--- src/rtl/quiz_buzz_arbiter.sv ---
// Quiz round control stage: debounces the host buttons and the four
// contestant keys, runs the round FSM, picks the first buzz-in by fixed
// priority (player 1 highest), flags false starts, and drives the
// countdown timer's start level and reload pulse.
module quiz_buzz_arbiter #(
  parameter logic [19:0] DEB_CYCLES  = 20'd500_000,
  parameter logic [23:0] BUZZ_CYCLES = 24'd5_000_000
) (
  input  logic       CLK,
  input  logic       RSTn,
  input  logic       Host_Start,
  input  logic       Host_Clear,
  input  logic [3:0] Player_Key,
  input  logic       Time_Up,
  output logic       Timer_Start,
  output logic       Timer_Load_n,
  output logic [2:0] Winner,
  output logic [3:0] Player_LED,
  output logic       Foul,
  output logic [2:0] Foul_Player,
  output logic       Buzzer_Win,
  output logic [2:0] State
);

  typedef enum logic [2:0] {
    ST_IDLE    = 3'd0,
    ST_ARMED   = 3'd1,
    ST_ANSWER  = 3'd2,
    ST_TIMEOUT = 3'd3,
    ST_FOUL    = 3'd4
  } state_t;

  // All six inputs as "pressed" levels: bit0 start, bit1 clear, bits5:2 players.
  // Player keys are inverted before synchronizing so that 0 means released
  // everywhere in the conditioning chain.
  logic [5:0]       raw_pressed;
  logic [5:0]       sync1, sync2;
  logic [5:0]       deb, deb_q;
  logic [5:0][19:0] deb_cnt;

  assign raw_pressed = {~Player_Key, Host_Clear, Host_Start};

  // Two-flop synchronizers plus per-input debounce counters.
  always_ff @(posedge CLK or negedge RSTn) begin
    if (!RSTn) begin
      sync1   <= '0;
      sync2   <= '0;
      deb     <= '0;
      deb_q   <= '0;
      deb_cnt <= '0;
    end else begin
      sync1 <= raw_pressed;
      sync2 <= sync1;
      deb_q <= deb;
      for (int i = 0; i < 6; i++) begin
        if (sync2[i] == deb[i]) begin
          deb_cnt[i] <= '0;
        end else if (deb_cnt[i] == DEB_CYCLES - 20'd1) begin
          deb[i]     <= sync2[i];
          deb_cnt[i] <= '0;
        end else begin
          deb_cnt[i] <= deb_cnt[i] + 20'd1;
        end
      end
    end
  end

  // Host buttons act on a one-cycle rising edge; players act on level.
  logic       start_ev, clear_ev, any_pressed;
  logic [3:0] pressed;
  logic [2:0] first_player;

  assign start_ev    = deb[0] & ~deb_q[0];
  assign clear_ev    = deb[1] & ~deb_q[1];
  assign pressed     = deb[5:2];
  assign any_pressed = |pressed;

  // Fixed priority encoder: lowest-numbered pressed player wins.
  always_comb begin
    first_player = 3'd0;
    if      (pressed[0]) first_player = 3'd1;
    else if (pressed[1]) first_player = 3'd2;
    else if (pressed[2]) first_player = 3'd3;
    else if (pressed[3]) first_player = 3'd4;
  end

  state_t state, state_next;
  logic   enter_armed, enter_answer, enter_foul;

  // Clear has priority over every other event, so it masks all entries.
  assign enter_armed  = (state == ST_IDLE)  && start_ev && !clear_ev;
  assign enter_foul   = (state == ST_IDLE)  && !start_ev && any_pressed && !clear_ev;
  assign enter_answer = (state == ST_ARMED) && any_pressed && !clear_ev;

  // State register.
  always_ff @(posedge CLK or negedge RSTn) begin
    if (!RSTn) state <= ST_IDLE;
    else       state <= state_next;
  end

  // Next-state logic.
  always_comb begin
    state_next = state;
    if (clear_ev) begin
      state_next = ST_IDLE;
    end else begin
      case (state)
        ST_IDLE: begin
          if (enter_armed)     state_next = ST_ARMED;
          else if (enter_foul) state_next = ST_FOUL;
        end
        ST_ARMED:   if (enter_answer) state_next = ST_ANSWER;
        ST_ANSWER:  if (Time_Up)      state_next = ST_TIMEOUT;
        ST_TIMEOUT: state_next = ST_TIMEOUT;
        ST_FOUL:    state_next = ST_FOUL;
        default:    state_next = ST_IDLE;
      endcase
    end
  end

  logic [2:0]  winner_q, foul_player_q;
  logic        load_n_q;
  logic [23:0] buzz_cnt;

  // Round data: winner/foul latches, reload pulse and buzzer countdown.
  always_ff @(posedge CLK or negedge RSTn) begin
    if (!RSTn) begin
      winner_q      <= 3'd0;
      foul_player_q <= 3'd0;
      load_n_q      <= 1'b1;
      buzz_cnt      <= '0;
    end else begin
      load_n_q <= !enter_armed;
      if (clear_ev) begin
        winner_q      <= 3'd0;
        foul_player_q <= 3'd0;
        buzz_cnt      <= '0;
      end else begin
        if (enter_answer) winner_q      <= first_player;
        if (enter_foul)   foul_player_q <= first_player;
        if (enter_answer)         buzz_cnt <= BUZZ_CYCLES;
        else if (buzz_cnt != '0)  buzz_cnt <= buzz_cnt - 24'd1;
      end
    end
  end

  // Outputs decoded from state and round data.
  always_comb begin
    Timer_Start  = (state == ST_ANSWER) || (state == ST_TIMEOUT);
    Foul         = (state == ST_FOUL);
    State        = state;
    Winner       = winner_q;
    Foul_Player  = foul_player_q;
    Timer_Load_n = load_n_q;
    Buzzer_Win   = (buzz_cnt != '0);
    case (winner_q)
      3'd1:    Player_LED = 4'b0001;
      3'd2:    Player_LED = 4'b0010;
      3'd3:    Player_LED = 4'b0100;
      3'd4:    Player_LED = 4'b1000;
      default: Player_LED = 4'b0000;
    endcase
  end

endmodule
--- config.mk ---
export PLATFORM = sky130hd
export DESIGN_NAME = quiz_buzz_arbiter
export DESIGN_NICKNAME = d
export VERILOG_FILES = /design/src/rtl/quiz_buzz_arbiter.sv
export SDC_FILE = /design/constraint.sdc
export NUM_CORES = 1
export LEC_CHECK = 0
export ABC_AREA = 1
export CAP_MARGIN = 20
export CORE_UTILIZATION = 37
export DETAILED_ROUTE_END_ITERATION = 16
export PLACE_DENSITY = 0.54
export SYNTH_ARGS = -nofsm -noshare
export SYNTH_HDL_FRONTEND = slang
export SYNTH_SLANG_ARGS = --single-unit
--- constraint.sdc ---
create_clock -name CLK -period 4.5 [get_ports CLK]
set_clock_uncertainty 0.1 [all_clocks]
set_input_delay 1.125 -clock CLK [delete_from_list [all_inputs] [get_ports CLK]]
set_output_delay 1.125 -clock CLK [all_outputs]
set_load 0.05 [all_outputs]
==> results of run 1 <==
[placed cells by master, fill, tap and decap left out, types with 18 or more instances in the layout]
cell / Yosys / routed
a21oi_1: 33 / 33
nand3_1: 104 / 104
xor2_1: 50 / 50
nor3_1: 55 / 55
inv_1: 175 / 175
nor2_1: 245 / 245
nand2_1: 265 / 265
nand4_1: 35 / 35
dfrtp_1: 173 / 173
nor2_2: 20 / 20
clkdlybuf4s50_1: 0 / 24
o21ai_0: 18 / 18
[metrics by stage]
step                instances  worst slack (ps)  hold WS, ps  total power (W)
finish                   1687               878          249          0.00327
global route             1687               751          255          0.00340
global placement         1655              1360          234          0.00172
floorplan                1300              1390          231          0.00166
detailed placement       1655              1330          235          0.00172
CTS                      1687               840          249          0.00332
[cell type report]
type                            count  area (um^2)  area share
Sequential cell                   174         4360       0.392
Clock inverter                      9          159      0.0143
Multi-Input combinational cell    924         4680       0.422
Inverter                          195          738      0.0665
Timing Repair Buffer               27          282      0.0254
Clock buffer                       23          468      0.0421
Tap cell                          335          419      0.0378
[cell usage after synthesis, types with 4 or more instances]
library cell	number
nor2_2	20
xor2_1	50
nand2_2	15
nor3b_2	4
nand4_1	35
o21ai_1	6
nor2_1	245
inv_1	175
nand2_4	4
nor2_4	7
nand2_1	265
ha_1	8
nor3b_1	6
nor3_1	55
dfrtp_1	173
a21oi_1	33
nand3_1	104
nand3_2	5
inv_2	17
nor3_2	15
o21ai_0	18
[final timing paths]
check / start / endpoint / depth (start not counted)
max in group asynchronous: RSTn / Timer_Load_n / 2
hold / removal: sync1[0] / sync2[0] / 0
hold reg to reg: sync1[0] / sync2[0] / 0
setup / recovery: buzz_cnt[0] / Buzzer_Win / 6
setup reg to reg: buzz_cnt[0] / buzz_cnt[19] / 9
min in group asynchronous: RSTn / buzz_cnt[4] / 1
[logic make-up after synthesis]
| kind of cell | share of synthesized area |
|---|---|
| simple gates | 0.380 |
| xor+xnor | 0.0472 |
| compound gates | 0.0386 |
| buf+inv | 0.0803 |
| flops | 0.443 |
| fa+ha+maj | 0.0102 |
[power groups by stage]
stage	clock, W	combinational, W	sequential [W]
final	0.00158	0.0000900	0.00159
after global routing	0.00170	0.000108	0.00160
after CTS	0.00164	0.0000952	0.00159
after detailed placement	0	0.0000951	0.00162
after global placement	0	0.0000941	0.00162
after floorplan	0	0.0000393	0.00162
[flip-flops by register name (all words and copies together) (netlist names)]
name	count
deb_cnt	120
buzz_cnt	24
deb	6
sync1	6
sync2	6
Foul_Player	3
State	3
Winner	3
deb_q	2
Timer_Load_n	1
[per-layer routing]
| metal | wire length (um) | vias to the layer above | global-route usage |
|---|---|---|---|
| li1 | - | 4189 | - |
| met1 | 10900 | 3771 | 0.246 |
| met2 | 10400 | 116 | 0.290 |
| met3 | 788 | 19 | 0.0337 |
| met4 | 201 | 0 | 0.0434 |
| met5 | 0 | - | 0 |
==> impl_metrics.py, run 1 <==
metrics = {
    "job": {
        "max-cap-violations": 0,
    },
    "critical_path": {
        "r2r_setup_slack_ps": 2650,
        "worst_ep_required_time_ps": 3270,
        "crit_slowest_cell": "clkdlybuf4s50_1",
        "crit_type": "flip-flop to primary output",
        "worst-path-max-fanout": 8,
        "cp_top_family": "buffers and inverters",
        "arrival_ps": 2400,
        "max_stage_delay_ps": 760,
        "end_kind": "primary output",
        "crit_chain": "inv_1, ha_1, nand2_1, nor3_2, nand3_2, clkdlybuf4s50_1",
        "start_kind": "flip-flop",
        "worst-path-buf-inv": 2,
    },
    "floorplanning": {
        "start_util": 0.377,
        "fp.coreArea_um2": 26100,
        "io-pin-count": 26,
        "die_h_um": 165,
        "rows": 59,
        "die_w_um": 165,
        "design.die.area_um2": 27200,
    },
    "clock_tree": {
        "cts_buffers": 17,
        "cts.sinks": 174,
        "cts_resized": 0,
        "path_clk_slew_ps": 70,
        "cts_setup_buffers": 0,
        "clock_path_buffers": 2,
        "clk_latency_ps": 430,
        "cts-root-buf": "clkbuf_16",
        "cts_tree": "done",
        "cts.hold.buffers_added": 0,
        "cts_max_level": 4,
    },
    "final_layout": {
        "antenna_cells": 0,
        "fin_util": 0.426,
        "syn_to_final_growth_pct": 13.0,
        "drive_above_1_share": 0.0976,
        "n_fill_cell": 2633,
        "layout.nets": 1356,
        "fin_area_um2": 11100,
    },
    "power_and_ir_drop": {
        "clkPwrFrac": 0.485,
        "power.switching_w": 0.000700,
        "p_per_area_nw_per_um2": 294,
        "irDropWorstVdd_uv": 179,
        "p_int_w": 0.00257,
        "p_leak_nw": 5.11,
        "pwr-share-comb": 0.028,
        "p_seq_frac": 0.488,
        "p_sw_frac": 0.214,
    },
    "outcome": {
        "status": "complete, no violations",
    },
    "timing": {
        "finalHoldViolCount": 0,
        "timing.fmax_ghz": 0.276,
        "setup_tns_ps": 0,
        "fin_crit_sh": 0.805,
        "min_period_ps": 3620,
        "setup_viol": 0,
        "grt_setup_unrepaired": "no",
        "slew_headroom": 0.551,
        "worstMarginPinSlew_ps": 673,
        "drv_slew": 0,
    },
    "synth": {
        "yosys.area.top_type": "dfrtp_1",
        "ys_async_sr_fraction": 1.00,
        "postSynthAreaPerCell_um2": 7.56,
        "synthTopCellsByArea": "dfrtp_1 (44%), nand2_1 (10%), nor2_1 (9.4%)",
        "ys.warnings.count": 0,
        "netlist-cell-type-count": 45,
        "post_synth_inst_count": 1300,
        "yosysTopAreaCellShare": 0.441,
        "synth_edf_count": 0,
        "synth.ff_latch_count": 174,
        "seq_area_frac_synth": 0.443,
        "syn_nets": 1317,
        "synth_ff_type": "dfrtp_1",
        "synth_area_um2": 9830,
    },
    "drt": {
        "route.detailed.vias_per_inst": 4.80,
        "dr.pass1.iters": 7,
        "antenna_left": 0,
        "drcViolationCount": 0,
        "wl_per_cell_um": 13.2,
        "totalWireLength_mm": 22.3,
        "drt-initial-drc-count": 531,
        "vias": 8095,
    },
    "worst_hold_path": {
        "hold_path_class": "flip-flop to flip-flop",
    },
    "placement": {
        "place_congestion": 0.854,
        "place_area_um2": 10500,
        "place_hpwl_mm": 16.5,
        "io_buffers": 25,
    },
    "global_routing": {
        "grt_first_pass_wirelength_mm": 38.5,
        "grt_pass1_vias": 7811,
        "globalRouteOverflowTotal": 0,
        "grt_antenna_before_repair": 0,
        "grt_max_degree": 79,
        "grtUsageTotal": 0.179,
    },
}
Power figures use the tool's default switching activity.
==> inputs of run 2 (changes only) <==
- PLACE_DENSITY: 0.54 -> 0.56
- clock period: 4.5 -> 3.05 ns (I/O delays scaled with it)
==> impl_metrics.py, run 2 (synthesized netlist as in run 1, its figures left out) <==
metrics = {
    "outcome": {
        "status": "complete, no violations",
    },
    "final_layout": {
        "n_fill_cell": 2654,
        "final_cells": 1690,
        "syn_to_final_growth_pct": 12.8,
        "drive_above_1_share": 0.102,
        "fin_util": 0.425,
        "antenna_cells": 0,
        "largest_register_ffs": 120,
        "largest_register": "deb_cnt",
        "final_common_cell": "nand2_1",
        "layout.nets": 1360,
        "final_cell_mix": "nand2_1 (265), nor2_1 (245), inv_1 (175)",
        "largestRegisters": "deb_cnt: 120 flops, buzz_cnt: 24 flops",
    },
    "power_and_ir_drop": {
        "p_leak_nw": 5.12,
        "p_per_area_nw_per_um2": 416,
        "irDropWorstVdd_uv": 322,
        "power_w": 0.00461,
    },
    "critical_path": {
        "worst_ep_required_time_ps": 2190,
        "crit_type": "flip-flop to primary output",
        "end_kind": "primary output",
        "arrival_ps": 1950,
        "worst-path-max-fanout": 6,
        "start_kind": "flip-flop",
    },
    "drt": {
        "antenna_left": 0,
        "drcViolationCount": 0,
        "wl_per_cell_um": 13.0,
        "dr.pass1.iters": 5,
        "vias": 8037,
        "drt-initial-drc-count": 345,
        "totalWireLength_mm": 22.0,
        "route.detailed.vias_per_inst": 4.76,
    },
    "placement": {
        "place_hpwl_mm": 16.7,
        "dp_cells": 1659,
        "io_buffers": 25,
        "place_congestion": 0.899,
    },
    "floorplanning": {
        "die_h_um": 165,
        "start_util": 0.377,
        "design.die.area_um2": 27200,
        "io-pin-count": 26,
        "die_w_um": 165,
        "fp.coreArea_um2": 26100,
        "rows": 59,
    },
    "timing": {
        "setup_viol": 0,
        "holdWs_ps": 225,
        "timing.fmax_ghz": 0.356,
        "finalHoldViolCount": 0,
        "min_period_ps": 2810,
        "grt_setup_unrepaired": "no",
        "worstMarginPinSlew_ps": 673,
        "drv_slew": 0,
        "setup_tns_ps": 0,
        "fin_crit_sh": 0.921,
        "slew_headroom": 0.550,
    },
    "global_routing": {
        "grt_first_pass_wirelength_mm": 37.9,
        "grt_antenna_before_repair": 0,
        "globalRouteOverflowTotal": 0,
        "grtUsageTotal": 0.177,
        "grt_max_degree": 68,
        "grt_pass1_vias": 7912,
    },
    "clock_tree": {
        "cts_setup_buffers": 0,
        "cts.sinks": 174,
        "clk_latency_ps": 430,
        "path_clk_slew_ps": 70,
        "cts_tree": "done",
        "cts-root-buf": "clkbuf_16",
        "clock_path_buffers": 2,
        "cts_max_level": 4,
        "cts.hold.buffers_added": 0,
        "cts_buffers": 17,
    },
    "job": {
        "max-cap-violations": 0,
    },
    "worst_hold_path": {
        "hold_path_class": "primary input to async pin",
    },
}
run 2: cell types whose count changed in the layout (fill, tap and decap cells not counted):
| cell | change |
|---|---|
| buf_4 | +4 |
| clkbuf_2 | +1 |
| clkinv_4 | -2 |
| bufinv_16 | -2 |
| dlymetal6s2s_1 | +1 |
| clkdlybuf4s50_1 | -3 |
| clkinvlp_4 | +4 |
| clkinv_2 | +1 |
| buf_12 | +1 |
| clkbuf_8 | -1 |
| clkbuf_1 | -1 |
run 2: metal layers:
metal	track usage	wire (um)	up-vias
met5	0	0	-
met4	0.0538	293	0
met3	0.0261	585	20
met2	0.288	10100	92
met1	0.242	11100	3728
li1	-	-	4197
run 2: what timing repair did:
item,in CTS,in global routing
setup endpoints to repair,1,2
resized for setup,1,3
cloned,0,0
run 2: critical path, stage by stage, from the launching register on:
cell,delay [ps]
dfrtp_1,480
nor2_1,210
clkdlybuf4s50_1,830
run 2: cell type report:
cell class / count / area (um^2) / area share
tap: 335 / 419 / 0.0378
clock inverter: 10 / 116 / 0.0105
inverter: 195 / 738 / 0.0666
timing repair buffer: 31 / 319 / 0.0288
clock buffer: 21 / 450 / 0.0407
sequential: 174 / 4360 / 0.393
multi-input combinational: 924 / 4680 / 0.423
run 2: path summary, 6_finish.rpt:
kind | start | endpoint | slack, ps | depth (start not counted)
min reg2reg | sync1[2] | sync2[2] | 250 | 0
min in group CLK | sync1[2] | sync2[2] | 250 | 0
max in group asynchronous | RSTn | deb_cnt[114] | 1970 | 2
min | RSTn | deb_cnt[90] | 230 | 1
max | State[2] | Timer_Start | 240 | 2
max reg2reg | buzz_cnt[0] | buzz_cnt[19] | 1180 | 9
run 2: per-stage QoR:
step | setup slack [ps] | area, um^2
after CTS | 61.9 | 11100
after floorplan | 305 | 9830
after global routing | 146 | 11100
after global placement | 318 | 10500
after detailed placement | 288 | 10500
final | 241 | 11100
run 2: report_power, final:
group | internal (W) | leakage, nW | total [W] | switching [W]
Combinational | 0.0000405 | 2.48 | 0.000140 | 0.0000990
Clock | 0.00122 | 0.261 | 0.00212 | 0.000901
Sequential | 0.00233 | 2.38 | 0.00235 | 0.0000171
==> inputs of run 3 (changes only) <==
- ABC_AREA: 1 -> 0
- CORE_MARGIN: not set -> 1
- PLACE_DENSITY: 0.56 -> 0.57
- SLEW_MARGIN: not set -> 20
==> impl_metrics.py, run 3 <==
metrics = {
    "final_layout": {
        "largest_register": "deb_cnt",
        "largest_register_ffs": 120,
        "multi_input_area_um2": 3720,
        "antenna_cells": 0,
        "final_common_cell": "dfrtp_1",
        "ff_latch_area_um2": 4360,
        "drive_above_1_share": 0.0756,
        "layout.nets": 906,
        "final_cell_mix": "dfrtp_1 (173), nor2_1 (170), xnor2_1 (65)",
        "n_fill_cell": 2111,
        "largestRegisters": "deb_cnt: 120 flops, buzz_cnt: 24 flops",
        "fin_util": 0.435,
        "syn_to_final_growth_pct": 14.9,
    },
    "synth": {
        "synth_edf_count": 0,
        "yosysMostFrequentCell": "dfrtp_1",
        "seq_area_frac_synth": 0.527,
        "synthTopCellsByArea": "dfrtp_1 (52%), nor2_1 (7.7%), xnor2_1 (6.9%)",
        "syn_nets": 871,
        "netlist-cell-type-count": 45,
        "ys.warnings.count": 0,
        "synth.ff_latch_count": 174,
        "post_synth_inst_count": 854,
        "synth_ff_type": "dfrtp_1",
        "yosys-top-cells-count": "dfrtp_1 (173), nor2_1 (170), xnor2_1 (65)",
        "postSynthAreaPerCell_um2": 9.67,
        "ys_async_sr_fraction": 1.00,
        "yosysTopAreaCellShare": 0.524,
        "synth_area_um2": 8260,
        "yosys.area.top_type": "dfrtp_1",
    },
    "placement": {
        "pre_cts_slack_ps": 384,
        "place_hpwl_mm": 10.7,
        "io_buffers": 25,
        "place_congestion": 0.860,
    },
    "power_and_ir_drop": {
        "irDropWorstVdd_uv": 340,
        "p_per_area_nw_per_um2": 484,
        "p_leak_nw": 4.02,
        "power_w": 0.00459,
    },
    "drt": {
        "dr.pass1.iters": 4,
        "route.detailed.vias_per_inst": 4.97,
        "antenna_left": 0,
        "totalWireLength_mm": 15.9,
        "vias": 5870,
        "wl_per_cell_um": 13.5,
        "drcViolationCount": 0,
        "drt-initial-drc-count": 278,
    },
    "floorplanning": {
        "design.die.area_um2": 22900,
        "io-pin-count": 26,
        "start_util": 0.378,
        "rows": 54,
        "die_h_um": 151,
        "die_w_um": 151,
        "fp.coreArea_um2": 21800,
    },
    "timing": {
        "grt_setup_unrepaired": "yes",
        "drv_slew": 0,
        "slew_headroom": 0.435,
        "fin_ws_ps": 51.3,
        "fin_crit_sh": 0.983,
        "setup_tns_ps": 0,
        "setup_viol": 0,
        "timing.fmax_ghz": 0.333,
        "worstMarginPinSlew_ps": 842,
        "min_period_ps": 3000,
        "finalHoldViolCount": 0,
    },
    "critical_path": {
        "crit_type": "flip-flop to primary output",
        "start_kind": "flip-flop",
        "crit_chain": "or4_4, nand4bb_1, or3_4, buf_8",
        "worst-path-max-fanout": 3,
        "crit_slowest_cell": "or4_4",
        "worst_ep_required_time_ps": 2190,
        "max_stage_delay_ps": 550,
        "arrival_ps": 2140,
        "end_kind": "primary output",
    },
    "clock_tree": {
        "cts_buffers": 17,
        "cts.sinks": 174,
        "cts_max_level": 4,
        "clk_latency_ps": 420,
        "cts-root-buf": "clkbuf_16",
        "path_clk_slew_ps": 60,
        "clock_path_buffers": 2,
        "cts.hold.buffers_added": 0,
        "cts_tree": "done",
    },
    "global_routing": {
        "grt.met3_usage": 0.0352,
        "gr-max-usage-layer": "met1",
        "grtUsageTotal": 0.154,
        "grt_use_met1": 0.229,
        "grt_antenna_before_repair": 0,
        "grt_util_met2": 0.224,
        "grt_pass1_vias": 5695,
        "grt_first_pass_wirelength_mm": 28.0,
        "globalRouteOverflowTotal": 0,
        "grt_max_degree": 64,
    },
    "outcome": {
        "status": "complete, no violations",
    },
    "job": {
        "max-cap-violations": 0,
    },
    "worst_hold_path": {
        "hold_path_class": "primary input to async pin",
    },
}
[run 3: changes by cell type in the layout (fill, tap and decap cells not counted), moves of 10 or more]
cell     delta
nor2_1     -75
nor4_1     +24
inv_2      -17
nand2_1   -214
a21oi_1    -16
xnor2_1    +62
xor2_1     +12
nand3_1    -50
nor3_1     -16
nor3_2     -15
or2_2      +10
nand2_2    -15
nor2_2     -20
inv_1     -148
[run 3: final cells by class]
cell class,instances,area share
Sequential cell,174,0.459
Multi-Input combinational cell,629,0.392
Clock buffer,20,0.0481
Timing Repair Buffer,40,0.0415
Tap cell,280,0.0369
Clock inverter,10,0.0119
Inverter,27,0.0107
[run 3: critical path: cells and delay by family, from the launching register on]
kind	cells	cell delay [ps]
simple gates	3	1160
flops	1	400
buf+inv	1	160
[run 3: power breakdown]
group          internal [W]  switching, W  total [W]
Sequential          0.00234     0.0000235    0.00236
Clock               0.00124      0.000866    0.00211
Combinational     0.0000396     0.0000890   0.000129
[run 3: timing repair]
item	in CTS	in global routing
pin swaps	0	3
gates resized for setup	3	1
setup endpoints to repair	1	1
setup buffers	0	2
[run 3: cells by family (layout without fill, tap and decap cells)]
family          count (synthesis)  after routing  synth area share
simple gates                  441            441             0.263
fa+ha+maj                       8              8            0.0121
compound gates                 49             49            0.0339
flops                         174            174             0.527
buf+inv                        51             97            0.0232
mux                             4              4           0.00545
xor+xnor                      127            127             0.135
[run 3: worst paths after layout]
kind	start	to	slack, ps	cells after the start
setup / recovery	buzz_cnt[11]	Buzzer_Win	50	4
hold / removal	RSTn	deb_cnt[71]	240	1
setup reg to reg	buzz_cnt[11]	buzz_cnt[23]	690	6
hold reg to reg	sync1[1]	sync2[1]	250	0
max in group asynchronous	RSTn	deb_cnt[117]	1890	2
min in group CLK	sync1[1]	sync2[1]	250	0
[run 3: layer usage]
metal	vias to the layer above	wire length, um
met1	2810	8350
met4	0	119
met3	10	476
li1	2974	-
met2	76	6930
met5	-	0
[run 3: metrics by stage]
step	std cells	instance area [um^2]	hold WS, ps
CTS	1178	9470	248
floorplan	854	8260	231
global route	1180	9490	254
global placement	1148	8890	232
finish	1180	9490	237
detailed placement	1148	8890	239
